==> src/rtl/bcd_timer_pkg.sv <==
// rtl/bcd_timer_pkg.sv - shared types, BCD constants and digit clamp for the countdown timer
package bcd_timer_pkg;

    typedef enum logic [1:0] {
        ST_IDLE   = 2'd0,
        ST_RUN    = 2'd1,
        ST_PAUSED = 2'd2,
        ST_DONE   = 2'd3
    } state_e;

    localparam logic [3:0] BCD_MAX  = 4'd9;
    localparam logic [3:0] BCD_ZERO = 4'd0;

    function automatic logic [3:0] clamp_bcd(input logic [3:0] d);
        return (d > BCD_MAX) ? BCD_MAX : d;
    endfunction

endpackage

==> src/rtl/bcd_digit_down.sv <==
// rtl/bcd_digit_down.sv - one BCD digit of the ripple-borrow down counter
module bcd_digit_down
    import bcd_timer_pkg::*;
(
    input  logic       clock,
    input  logic       rst,
    input  logic       load,
    input  logic [3:0] load_digit,
    input  logic       borrow_in,
    input  logic       enable,
    output logic [3:0] digit,
    output logic       borrow_out,
    output logic       is_zero
);

    logic [3:0] digit_q, digit_d;

    assign digit      = digit_q;
    assign is_zero    = (digit_q == BCD_ZERO);
    assign borrow_out = is_zero && borrow_in;

    always_comb begin
        digit_d = digit_q;
        if (load) begin
            digit_d = load_digit;
        end else if (enable && borrow_in) begin
            digit_d = is_zero ? BCD_MAX : (digit_q - 4'd1);
        end
    end

    always_ff @(posedge clock or negedge rst) begin
        if (!rst) begin
            digit_q <= BCD_ZERO;
        end else begin
            digit_q <= digit_d;
        end
    end

endmodule

==> src/rtl/bcd_countdown_timer.sv <==
// rtl/bcd_countdown_timer.sv - N-digit BCD countdown timer with prescaler, pause and auto-reload
module bcd_countdown_timer
    import bcd_timer_pkg::*;
#(
    parameter int NUM_DIGITS = 4,
    parameter int PRESCALE_W = 26
) (
    input  logic                    clock,
    input  logic                    rst,
    input  logic                    load,
    input  logic [4*NUM_DIGITS-1:0] load_value,
    input  logic                    start,
    input  logic                    pause,
    input  logic                    clear,
    input  logic                    auto_reload,
    input  logic [PRESCALE_W-1:0]   tick_div,
    output logic [4*NUM_DIGITS-1:0] digits,
    output logic                    running,
    output logic                    done,
    output logic                    expired
);

    localparam int W = 4 * NUM_DIGITS;
    localparam logic [NUM_DIGITS-1:0] LSB_MASK = NUM_DIGITS'(1);

    state_e                state_q, state_d;
    logic [PRESCALE_W-1:0] presc_q, presc_d;
    logic [W-1:0]          reload_q, reload_d;
    logic                  running_q, done_q, expired_q, expired_d;

    logic [W-1:0]          load_clamped;
    logic [W-1:0]          dig_load_value;
    logic                  dig_load, dig_tick;
    logic [NUM_DIGITS-1:0] is_zero;
    logic [NUM_DIGITS:0]   borrow;
    logic                  all_zero, last_count;

    assign borrow[0] = 1'b1;

    for (genvar g = 0; g < NUM_DIGITS; g++) begin : g_digit
        assign load_clamped[4*g +: 4] = clamp_bcd(load_value[4*g +: 4]);

        bcd_digit_down u_digit (
            .clock      (clock),
            .rst        (rst),
            .load       (dig_load),
            .load_digit (dig_load_value[4*g +: 4]),
            .borrow_in  (borrow[g]),
            .enable     (dig_tick),
            .digit      (digits[4*g +: 4]),
            .borrow_out (borrow[g+1]),
            .is_zero    (is_zero[g])
        );
    end

    assign all_zero   = &is_zero;
    // The count is exactly one when digit 0 holds 1 and every higher digit is zero.
    assign last_count = (digits[3:0] == 4'd1) && (&(is_zero | LSB_MASK));

    assign running = running_q;
    assign done    = done_q;
    assign expired = expired_q;

    always_comb begin
        state_d        = state_q;
        presc_d        = presc_q;
        reload_d       = reload_q;
        expired_d      = 1'b0;
        dig_load       = 1'b0;
        dig_load_value = load_clamped;
        dig_tick       = 1'b0;

        if (clear) begin
            state_d        = ST_IDLE;
            presc_d        = '0;
            dig_load       = 1'b1;
            dig_load_value = '0;
        end else if (load) begin
            state_d  = ST_IDLE;
            presc_d  = '0;
            reload_d = load_clamped;
            dig_load = 1'b1;
        end else if (start && (state_q == ST_IDLE || state_q == ST_PAUSED)) begin
            if (all_zero) begin
                state_d   = ST_DONE;
                expired_d = 1'b1;
            end else begin
                state_d = ST_RUN;
            end
        end else if (state_q == ST_RUN) begin
            if (pause) begin
                state_d = ST_PAUSED;
            end
            // Expired while still running means auto-reload chose to continue.
            if (expired_q) begin
                dig_load       = 1'b1;
                dig_load_value = reload_q;
                presc_d        = '0;
            end else if (!pause) begin
                if (presc_q >= tick_div) begin
                    presc_d  = '0;
                    dig_tick = !borrow[NUM_DIGITS];
                    if (last_count) begin
                        expired_d = 1'b1;
                        if (!auto_reload || reload_q == '0) begin
                            state_d = ST_DONE;
                        end
                    end
                end else begin
                    presc_d = presc_q + PRESCALE_W'(1);
                end
            end
        end
    end

    always_ff @(posedge clock or negedge rst) begin
        if (!rst) begin
            state_q   <= ST_IDLE;
            presc_q   <= '0;
            reload_q  <= '0;
            running_q <= 1'b0;
            done_q    <= 1'b0;
            expired_q <= 1'b0;
        end else begin
            state_q   <= state_d;
            presc_q   <= presc_d;
            reload_q  <= reload_d;
            running_q <= (state_d == ST_RUN);
            done_q    <= (state_d == ST_DONE);
            expired_q <= expired_d;
        end
    end

endmodule

==> config.mk <==
export PLATFORM = sky130hd
export DESIGN_NAME = bcd_countdown_timer
export DESIGN_NICKNAME = d
export VERILOG_FILES = /design/src/rtl/bcd_timer_pkg.sv /design/src/rtl/bcd_digit_down.sv /design/src/rtl/bcd_countdown_timer.sv
export SDC_FILE = /design/constraint.sdc
export NUM_CORES = 1
export LEC_CHECK = 0
export ABC_AREA = 1
export CORE_MARGIN = 4
export CORE_UTILIZATION = 55
export DETAILED_ROUTE_END_ITERATION = 12
export PLACE_DENSITY = 0.81
export SLEW_MARGIN = 40
export SYNTH_ARGS = -nofsm -noshare
export SYNTH_HDL_FRONTEND = slang
export SYNTH_SLANG_ARGS = --single-unit
==> constraint.sdc <==
create_clock -name clock -period 2.2 [get_ports clock]
set_input_delay 0.44 -clock clock [delete_from_list [all_inputs] [get_ports clock]]
set_output_delay 0.44 -clock clock [all_outputs]
set_load 0.02 [all_outputs]
* After elaboration in Yosys (flattened, before gate mapping)
Cells that the tools add are included.
** Cells by class
- Add/sub/neg operators :: 5
- Magnitude comparators :: 5
- Equality and inequality tests :: 7
- Multiplexer cells :: 60
- Bitwise operators :: 1
- Reduce and logical (&&, ||, !) cells :: 27
** Operators with widths (number)
- 26-bit 2-to-1 mux :: 7
- 16-bit 2-to-1 mux :: 5
- 4-bit 2-to-1 mux :: 16
- 26-bit by 1-bit adder with 26-bit output (second input constant) :: 1
- 26-bit >= comparator :: 1
- 2-bit 2-to-1 mux :: 11
- 1-bit 2-to-1 mux :: 21
- 4-bit > comparator (second input constant) :: 4
- 16-bit zero test :: 1
- 4-bit zero test :: 4
- 4-bit by 1-bit subtractor with 4-bit output (second input constant) :: 4
- 1-bit logical AND :: 8
- 2-bit nonzero test :: 4
- 3-bit AND reduction :: 2
- 2-bit by 1-bit equality test with 1-bit output (second input constant) :: 2
- 2-bit equality test (second input constant) :: 2
- 4-bit by 1-bit equality test with 1-bit output (second input constant) :: 1
- 4-bit by 2-bit inequality test with 1-bit output (second input constant) :: 1
- 4-bit AND reduction :: 1
- 3-bit inequality test (second input constant) :: 1
- 3-bit nonzero test :: 1
- 1-bit zero test :: 2
- 2-bit zero test :: 1
- 1-bit logical OR :: 2
- 2 further kinds :: 2
** Storage, ports and cells
- Register bits :: 63
- Input bits :: 49
- Output and inout bits :: 19
- Logic and storage cells :: 115

* Depth between registers and ports, before layout
Gate-level depths: netlist (run 1).
- Depth in word-level cells :: 15
- Gate-level depth with buffers :: 16
- Mapped depth without buffers :: 16

* By module
From an unflattened synthesis (run 1), not the netlist that was laid out.
** Unflattened totals
- Cells, all modules :: 691
- Area total of the unflattened synthesis :: 4730.8 µm²
** Modules (own cells, without submodules)
- bcd_countdown_timer :: times used 1, cells each 527, area each 3644.7 µm², sequential area each 1176.1 µm²
- bcd_digit_down :: times used 4, cells each 41, area each 271.5 µm², sequential area each 100.1 µm²

* Worst setup path after synthesis (run 1)
OpenSTA, ideal clock, no wires.
- Path kind :: input to register
- From :: input tick_div[24]
- To :: register presc_q[25]
- Library setup time :: 118 ps
- Arrival :: 1783 ps
- Required time :: 2082 ps
- Setup slack :: 299 ps
- Stages on the path :: 12
- Path buffers :: 1
- Path through :: inv_1 ha_1 nand2_1 nor2_2 nand2_1 nor3b_1 nand2_1 nand4_1 nand2_2 inv_2 buf_4 nor2_1
** On the way
- Longest elaborated chain between the ends :: 8
** Ends and longest elaborated chain
- start: declaration :: line bcd_countdown_timer.sv:16 : input logic [PRESCALE_W-1:0] tick_div,
- 26-bit >= comparator :: line bcd_countdown_timer.sv:100 : if (presc_q >= tick_div) begin
- 26-bit 2-to-1 mux :: line bcd_countdown_timer.sv:100
- 26-bit 2-to-1 mux :: line bcd_countdown_timer.sv:99 : end else if (!pause) begin
- 26-bit 2-to-1 mux :: line bcd_countdown_timer.sv:95 : if (expired_q) begin
- 26-bit 2-to-1 mux :: line bcd_countdown_timer.sv:90 : end else if (state_q == ST_RUN) begin
- 26-bit 2-to-1 mux :: line bcd_countdown_timer.sv:83 : end else if (start && (state_q == ST_IDLE || state_q == ST_PAUSED)) begin
- 26-bit 2-to-1 mux :: line bcd_countdown_timer.sv:78 : end else if (load) begin
- 26-bit 2-to-1 mux :: line bcd_countdown_timer.sv:73 : if (clear) begin
- end signal: assignment :: line bcd_countdown_timer.sv:126 : presc_q <= presc_d;
- end: declaration :: line bcd_countdown_timer.sv:27 : logic [PRESCALE_W-1:0] presc_q, presc_d;
Every way passes these cells. The select of a mux whose other input is x is not followed.
A chain may end at the register's enable or synchronous reset.

* Worst setup path in the final report (run 1)
- From :: input tick_div[2]
- To :: register presc_q[5]
Same word-level chain as after synthesis.

==> results of run 1 <==
-- power by group --
| group | internal (W) | total, W | switching (W) | leakage [nW] |
|---|---|---|---|---|
| sequential | 0.00123 | 0.00130 | 0.0000736 | 0.836 |
| clock | 0.000438 | 0.000918 | 0.000481 | 0.0853 |
| combinational | 0.000317 | 0.000717 | 0.000400 | 1.89 |
| total | 0.00199 | 0.00294 | 0.000954 | 2.81 |
-- worst register-to-register path: cells and delay by family, from the launching register on --
family / cells / cell delay, ps
adder cells (fa/ha/maj): 1 / 330
buffers and inverters: 3 / 260
flip-flops: 1 / 430
AND/OR/NAND/NOR: 9 / 970
-- cells in the final DEF, fill, tap and decap left out, types with 3 or more instances in the layout --
cell	n
xnor2_1	5
ha_4	18
xor2_1	5
nor3b_2	4
nor4_1	3
clkbuf_8	10
clkdlybuf4s50_1	56
nor2_2	12
nand2_2	15
inv_2	24
dfrtp_1	63
nor3_2	3
nand2_1	121
dlymetal6s2s_1	10
o21ai_0	47
nor3_1	5
buf_12	3
o21ai_1	14
nor2_4	12
nand4_1	6
ha_1	9
nand3_1	26
inv_1	78
nand3_2	4
nand2_4	8
o22ai_1	3
a21oi_1	32
buf_4	15
nor2_1	54
a21oi_2	3
-- final timing paths --
path	endpoint	slack (ps)	cells past startpoint
max in group asynchronous	state_q[0]	1820	2
min in group clock	reload_q[12]	520	2
worst min-delay path	presc_q[20]	100	2
worst min register to register	reload_q[12]	520	2
worst max register to register	presc_q[5]	150	13
worst max-delay path	presc_q[5]	-3	13
-- registers in the layout (all words and copies together) (netlist names) --
register               cells
done                       1
expired                    1
g_digit.u_digit.digit     16
presc_q                   26
reload_q                  16
running                    1
state_q                    2
-- stage by stage --
| step | utilization [%] | setup slack (ps) | cells | cell area [um2] | TNS (ps) |
|---|---|---|---|---|---|
| floorplan | - | 299 | 601 | 4370 | 0 |
| global placement | 68.7 | -286 | 782 | 5310 | -10030 |
| detailed placement | 68.7 | -424 | 782 | 5310 | -14370 |
| CTS | 71.4 | 5.33 | 798 | 5520 | 0 |
| global route | 77.3 | -81.9 | 800 | 5970 | -1190 |
| finish | 77.3 | -2.88 | 800 | 5970 | -2.88 |
-- routing by layer --
layer / GRT usage, % / vias to the layer above
met4: 7.13 / 0
met1: 28.4 / 1980
met2: 41.1 / 141
met5: 0 / -
met3: 4.88 / 21
li1: - / 2121
-- cell families after synthesis --
logic type               Yosys count  share of synthesized area [%]
buffers and inverters            110                           9.71
flip-flops                        63                           36.1
AND/OR/NAND/NOR                  283                           31.4
AO/OA/AOI/OAI                    108                           13.1
adder cells (fa/ha/maj)           27                           7.73
XOR/XNOR                          10                           2.00
-- cell type report --
cell class | count | area, um2
fillers | 527 | 1760
clock inverters | 5 | 33.8
clock buffers | 11 | 141
inverters | 104 | 398
well taps | 102 | 128
repair buffers | 87 | 900
multi-input cells | 428 | 2800
flip-flops and latches | 63 | 1580
-- timing repair --
action | in CTS | in global routing
buffers inserted | 0 | 1
setup endpoints to repair | 5 | 45
resized for setup | 10 | 83
hold endpoints to repair | 0 | 0
pin swaps | 1 | 46
cloned | 0 | 1
==> metrics, run 1 <==
synth top area cells dfrtp_1 (36%), nand2_1 (12%), inv_1 (7.8%); DR vias/cell 5.33; Slew @ Worst Pin 487 ps; Core Region 7730 um2; met1 WL 4740 um; TritonCTS clock tree done; clock transition at the registers of the reported paths 70 ps; CP Capture Type flip-flop; minimum clock period 2200 ps; part of the cycle the worst path needs 100%; register area share after synthesis 36.1%; Final #Nets 769; routed wire length 11800 um; DR iter-0 viols 237; CTS Buf Count 9; critical path, cell by cell clkdlybuf4s50_1 > inv_1 > ha_1 > nand2_1 > nor2_4 > nand3_1 > nand3_2 > nand2_2 > nand4_1 > nand2_2 > inv_4 > buf_12 > nor3b_4; max-slew violation count 0; Main synth FF type dfrtp_1; vias in the first global route 4156; yosys warns 0; Max stage delay on crit path 460 ps; remaining antenna violation count after routing 0; share of cells above drive strength 1 21.8%; DR DRC count 0; failing checks setup timing; Top delay family on crit path simple AND/OR/NAND/NOR gates; clock sinks 63; highest routed layer met4; number of setup violations in the final report 1; max_cap viols 0; Post-Synthesis Cell Area 4370 um2; total gr overflow 0; most used cell, CP nand2_2; Critical Path Source Type input pin; first-pass GRT wire length 18200 um; CTS max path bufs 2; ant diodes 0; largest net degree at the start of global routing 64; Peak VDD IR 0.342 mV; setup ws final -2.88 ps; largest area contributor in the netlist dfrtp_1; clk_skew 6.54 ps; met2 WL post-DR 6090 um; Synth top cells by count nand2_1 (137), inv_1 (91), dfrtp_1 (63); # H-tree levels 3; Power Density 492 nW/um2; Post-CTS Hold Fix Bufs 0; synthesized instance count 601; Die Wd 97.1 um; top cell type's share of synthesized area 36.1%; Mapped Nets 677; metal3 WL 712 um; CP Max Fanout 5; top-count cell post-synth nand2_1; Async SR Flop Fraction 100%; RR Startpoint presc_q[16]; status complete, but fails checks; Worst Path Required 2460 ps; Max Freq 454 MHz; root buf cell clkbuf_8; Die Height 97.1 um; Layout area overhead 36.7%; HPWL Detailed 8330 um; Worst Path Buf+Inv 4; Critical Path Source tick_div[2]; syn avg cell area 7.27 um2; HP Class in -> async; DRT Pass-1 Iters 5; slowest cell on the critical path clkdlybuf4s50_1; I/O pin count 68; GP Congestion 0.861; Final Hold Viols 0; vias 4263; number of synthesized flops with an enable pin 0; GR Util All Layers 23.3%; Crit Path Class in -> reg; relative max-transition margin 67.2%; #FFs+latches synth 63; DR WL/cell 14.8 um; clk_lat worst skew 340 ps; die area 9430 um2; Starting Density 56.5%; initial antenna violation count 0; Worst Hold Slack 96.3 ps; # rows 32; Leak 2.81 nW; Port-buffer cells 67; WP data arrival 2460 ps; Yosys cell types 42; Total Power 0.00294 W
No activity file was read; power rests on OpenSTA's default activity.
==> inputs of run 2 (changes only) <==
Settings changed: ABC_CLOCK_PERIOD_IN_PS from default to 2410.
Clock period 2.2 ns to 2.41 ns, I/O delays scaled along.
==> run 2 against run 1 <==
Against the previous run:
- critical path depth grew 2
- non-clock buffer count down 9
- utilization down 6.2 points
- largest power group unchanged
- first-iteration DRC count down 27%
- the run now ends clean
- wire length decreased by 11%
- via count is 2.3% lower
- sequential cell count unchanged
- register-to-register slack improved by 160 ps
- global-route usage is 0.40 points higher
- final area is 8.1% lower
==> metrics, run 2 (same netlist as run 1, synthesis figures left out) <==
Layout area overhead 25.7%; clk_lat worst skew 350 ps; CP Capture Type flip-flop; max-slew violation count 0; die area 9430 um2; number of setup violations in the final report 0; Starting Density 56.5%; critical path, cell by cell clkdlybuf4s50_1 > inv_1 > ha_1 > nand2_1 > inv_1 > nand2_1 > nand2_1 > nand2_1 > nand2_1 > nor2_4 > nand4_1 > nand2_2 > inv_2 > buf_12 > nor3b_1; sw power 0.000805 W; GR Util All Layers 23.7%; minimum clock period 2270 ps; Total Power 0.00280 W; HP Class in -> async; CP Depth 15; Seq pwr share 42.6%; I/O pin count 68; Post-CTS Hold Fix Bufs 0; status completed; Net Sw Frac 28.8%; reg2reg path depth 13; Leak 2.63 nW; clock sinks 63; Design Area, Final 5490 um2; # resized after CTS 0; Slew @ Worst Pin 457 ps; share of cells above drive strength 1 11.8%; Gate power share 21.1%; Layout Cells excl Fill 790; # rows 32; CTS Buf Count 9; DR WL/cell 13.3 um; root buf cell clkbuf_8; Top delay family on crit path simple AND/OR/NAND/NOR gates; first-pass GRT wire length 18600 um; GP Congestion 0.890; Core Region 7730 um2; Crit Path Class in -> reg; Critical Path Source tick_div[21]; Crit Reg-Reg Endpoint presc_q[5]; DRT Pass-1 Iters 5; WP data arrival 2530 ps; Max stage delay on crit path 450 ps; most used cell, CP nand2_1; vias in the first global route 4316; HPWL Detailed 8120 um; Top reg by flops presc_q; DR DRC count 0; remaining antenna violation count after routing 0; Power Density 509 nW/um2; most frequent cells in the layout nand2_1 (137), inv_1 (91), clkdlybuf4s50_1 (66); largest net degree at the start of global routing 64; relative max-transition margin 69.3%; Worst Path Required 2670 ps; # H-tree levels 3; RR Startpoint presc_q[21]; TritonCTS clock tree done; DR vias/cell 5.27; Peak VDD IR 0.340 mV; CP Max Fanout 10; Port-buffer cells 67; Worst R2R Setup Slack 310 ps; most common cell after layout, fill and taps aside nand2_1; clock share of power 36.3%; clock transition at the registers of the reported paths 70 ps; clk_skew 12.0 ps; fin util 71.0%; Final #Nets 760; Die Height 97.1 um; Placed Area 5250 um2; DR iter-0 viols 172; max reg flops 26; Worst Path Buf+Inv 5; total gr overflow 0; CTS max path bufs 2; part of the cycle the worst path needs 94.3%; routed wire length 10500 um; Int Power 0.00199 W; initial antenna violation count 0; vias 4167; Max Freq 440 MHz; Final Hold Viols 0; Worst Setup EP presc_q[5]; Critical Path Source Type input pin; postcts setup bufs 0; DP Cell Count 775; ant diodes 0; max_cap viols 0; slowest cell on the critical path clkdlybuf4s50_1; Die Wd 97.1 um
==> run 2: layout make-up <==
class                           instances  area, um2
Multi-Input combinational cell        428       2390
Fill cell                             602       2240
Sequential cell                        63       1580
Timing Repair Buffer                   78        786
Inverter                              104        395
Clock buffer                           12        145
Tap cell                              102        128
Clock inverter                          3       67.6
==> run 2: worst min-delay path by stage <==
stage | slack (ps) | cells after the start | start | to
floorplan | 190 | 0 | rst | done
global placement | 490 | 2 | reload_q[12] | reload_q[12]
detailed placement | 500 | 2 | reload_q[12] | reload_q[12]
CTS | 140 | 2 | rst | presc_q[20]
global route | 150 | 2 | rst | presc_q[20]
finish | 130 | 2 | rst | presc_q[20]
==> run 2: metrics by stage <==
stage	hold slack, ps	TNS (ps)	setup slack (ps)
detailed placement	499	-5390	-196
global placement	490	-2550	-112
global route	154	-7.30	-4.99
finish	133	0	137
CTS	135	0	130
floorplan	186	0	467
==> run 2: metal layers <==
metal,track usage (%),part of all wire (%),routed length (um),vias to the layer above
met5,0,0,0,-
met4,13.2,3.4,357,0
met3,4.67,5.4,571,34
met2,40.7,50,5220,141
met1,27.5,41,4330,1890
li1,-,-,-,2102
==> run 2: power by group through the flow <==
stage,Clock [W],Sequential [W],Combinational (W)
6_report,0.00101,0.00119,0.000591
3_5_place_dp,0,0.00121,0.000591
5_1_grt,0.00108,0.00120,0.000663
2_1_floorplan,0,0.00123,0.000283
3_3_place_gp,0,0.00121,0.000574
4_1_cts,0.00104,0.00119,0.000595
==> RTL edit 1, RTL diff (config.mk and constraints of run 2) <==
Set the package constant `BCD_MAX` to 4'd4 (it was 4'd9).
--- a/src/rtl/bcd_timer_pkg.sv
+++ b/src/rtl/bcd_timer_pkg.sv
@@ -10,3 +10,3 @@
 
-    localparam logic [3:0] BCD_MAX  = 4'd9;
+    localparam logic [3:0] BCD_MAX  = 4'd4;
     localparam logic [3:0] BCD_ZERO = 4'd0;
Check against the original RTL: not equivalent (Yosys sat finds a counterexample within 4 cycles, from zero or initial values and one cycle with rst low).
==> RTL edit 1 against run 2 <==
Count of clock-buffer cells in the layout decreased by 1. Design area decreased by 2.8%. Core utilization increased by 1.3 points. Sequential cell count unchanged. Routed wire length decreased by 3.2%. Synthesized area decreased by 3.0%. Total power decreased by 5.2%. Combinational power decreased by 3.7%. Critical path depth decreased by 1. Setup slack got worse by 0.040 ns. Critical path type unchanged. Largest cell class unchanged. Largest power group unchanged.
==> RTL edit 1: results <==
{
  "status": "finished clean",
  "nonClkBufAreaFrac_pct": 15.0,
  "synthToLayoutAreaGrowth_pct": 25.9,
  "fin_hold_ws_ns": 0.131,
  "yosys-top-cells-count": "nand2_1 (143), inv_1 (81), nor2_1 (76), dfrtp_1 (63), o21ai_0 (42)",
  "gp_congestion": 0.922,
  "fin_skew_ns": 0.00979,
  "peakVddDrop_mv": 0.280,
  "drive_gt1_share_pct": 9.84,
  "place_ws_ns": -0.280,
  "wire_per_inst_um": 13.2,
  "syn_nets": 659,
  "drt_iter0_drc": 212,
  "leakagePower_nw": 2.65,
  "multi_input_area_um2": 2310,
  "arrival_ns": 2.58,
  "num_vias": 4028,
  "synthCells": 583,
  "placed_cell_area_um2": 5100,
  "clock_area_share_pct": 3.68,
  "synth_seq_area_share_pct": 37.2,
  "synth-xor-area-share_pct": 2.89,
  "synth_area_leaders": "dfrtp_1 (37%), nand2_1 (13%), ha_1 (8.0%), inv_1 (7.2%), nor2_1 (6.7%)",
  "grt_pass1_wl_mm": 16.4,
  "grt_pass1_vias": 3672,
  "synth.distinct_cells": 41,
  "r2r_start": "presc_q[7]$_DFFE_PN0P_",
  "inverters_excl_clock": 88,
  "synth-compound-area-share_pct": 10.4,
  "fmax_mhz": 432,
  "nFillCells": 589
}
RTL edit 1: cell count changes in the layout (fill, tap and decap cells not counted), moves of 5 or more:
cell / run 2 / this run
o21ai_0: 47 / 42
xor2_1: 5 / 10
nor2_2: 13 / 8
a21oi_1: 33 / 16
nand3_1: 28 / 36
nor3_1: 6 / 11
inv_1: 91 / 81
o21ai_1: 14 / 4
nor2_1: 58 / 73
nand2_1: 137 / 143
inv_2: 12 / 7
RTL edit 1: per-layer routing:
layer,global-route usage (%),up-vias,wire [um]
met5,0,-,0
met4,10.1,0,250
met3,3.83,21,621
met2,34.9,141,4580
met1,32.6,1823,4700
li1,-,2043,-
RTL edit 1: power by group:
group | switching (mW) | internal [mW]
Combinational | 0.320 | 0.248
Sequential | 0.0560 | 1.11
Clock | 0.396 | 0.523
Total | 0.772 | 1.88
==> RTL edit 2, RTL diff (config.mk and constraints of run 2) <==
Without the edit above. The 4 states of `state_e` get a one-hot encoding in 4 bits.
--- a/src/rtl/bcd_timer_pkg.sv
+++ b/src/rtl/bcd_timer_pkg.sv
@@ -3,7 +3,7 @@
 
-    typedef enum logic [1:0] {
-        ST_IDLE   = 2'd0,
-        ST_RUN    = 2'd1,
-        ST_PAUSED = 2'd2,
-        ST_DONE   = 2'd3
+    typedef enum logic [3:0] {
+        ST_IDLE   = 4'b0001,
+        ST_RUN    = 4'b0010,
+        ST_PAUSED = 4'b0100,
+        ST_DONE   = 4'b1000
     } state_e;
Formal check against the unedited RTL: no difference found for any inputs over 4 cycles, from zero or initial values and one cycle with rst low; so few cycles prove little.
==> RTL edit 2 against run 2 <==
Largest power group unchanged. Design area grew 7.3%. Largest cell class unchanged. Synthesized area rose by 7.9%. Sequential cell count up 2. Routed wire length grew 20%. Non-clock buffer count rose by 16. Critical endpoint is now presc_q[24]$_DFFE_PN0P_. First-iteration DRC count grew 76%. Setup slack lost 0.030 ns. Combinational power up 15%. Total power rose by 2.0%.
==> RTL edit 2: results <==
{
  "grt_use_met2_pct": 41.7,
  "synthToLayoutAreaGrowth_pct": 24.9,
  "cp_max_fo": 8,
  "gp_congestion": 1.00,
  "num_vias": 4757,
  "wl_met1_mm": 5.64,
  "inverters_excl_clock": 111,
  "layout_min_cycle_time_ns": 2.30,
  "n_all_buffers": 94,
  "synth.distinct_cells": 43,
  "clkbuf_count": 11,
  "cts.sinks": 65,
  "met1_usage_pct": 36.8,
  "place_ws_ns": -0.280,
  "synth-xor-area-share_pct": 1.11,
  "placed_cell_area_um2": 5660,
  "wl_met2_mm": 5.92,
  "multi_input_area_share_pct": 44.3,
  "syn_nets": 764,
  "wire_per_inst_um": 14.1,
  "dp_hpwl_mm": 9.90,
  "synth-compound-area-share_pct": 12.8,
  "nonClkBufAreaFrac_pct": 15.6,
  "synthAdderAreaFrac_pct": 7.16,
  "fin_skew_ns": 0.0130,
  "status": "finished clean",
  "p_switching_mw": 0.912,
  "placed_cells": 872,
  "grt_use_total_pct": 26.1,
  "drive_gt1_share_pct": 11.3,
  "fin_hold_ws_ns": 0.124,
  "clock_area_share_pct": 3.19,
  "grt_max_degree": 66,
  "r2r_start": "presc_q[17]$_DFFE_PN0P_",
  "dr_wl_met3_um": 825,
  "drt_iter0_drc": 303,
  "synth_seq_area_share_pct": 34.5,
  "arrival_ns": 2.55,
  "synth_area_leaders": "dfrtp_1 (34%), nand2_1 (14%), inv_1 (8.4%), nor2_1 (7.4%), ha_1 (7.2%)",
  "cp-endpoint": "presc_q[24]$_DFFE_PN0P_",
  "layout.nets": 856,
  "avgSynthCellArea_um2": 6.85,
  "multi_input_cells": 499,
  "r2r_cells": 12,
  "final_cells": 890,
  "grt_pass1_wl_mm": 21.3,
  "core_um2": 8260,
  "peakVddDrop_mv": 0.328,
  "grt_pass1_vias": 4593,
  "max_slew_margin_pct": 68.2
}
RTL edit 2: power by group through the flow:
stage | combinational (mW) | clock (mW) | sequential (mW)
2_1_floorplan | 0.325 | 0 | 1.29
3_3_place_gp | 0.648 | 0 | 1.26
3_5_place_dp | 0.667 | 0 | 1.26
4_1_cts | 0.670 | 0.940 | 1.24
5_1_grt | 0.751 | 0.999 | 1.26
6_report | 0.677 | 0.931 | 1.25
RTL edit 2: worst max-delay path, cell delays in order:
cell             delay [ns]
clkdlybuf4s50_1        0.45
inv_1                  0.04
ha_1                   0.30
nand2_1                0.07
inv_1                  0.05
nand3_1                0.15
nor2_2                 0.07
a21oi_1                0.22
buf_4                  0.15
nand4_2                0.11
nand2_2                0.09
inv_2                  0.06
buf_12                 0.13
nor3_1                 0.18
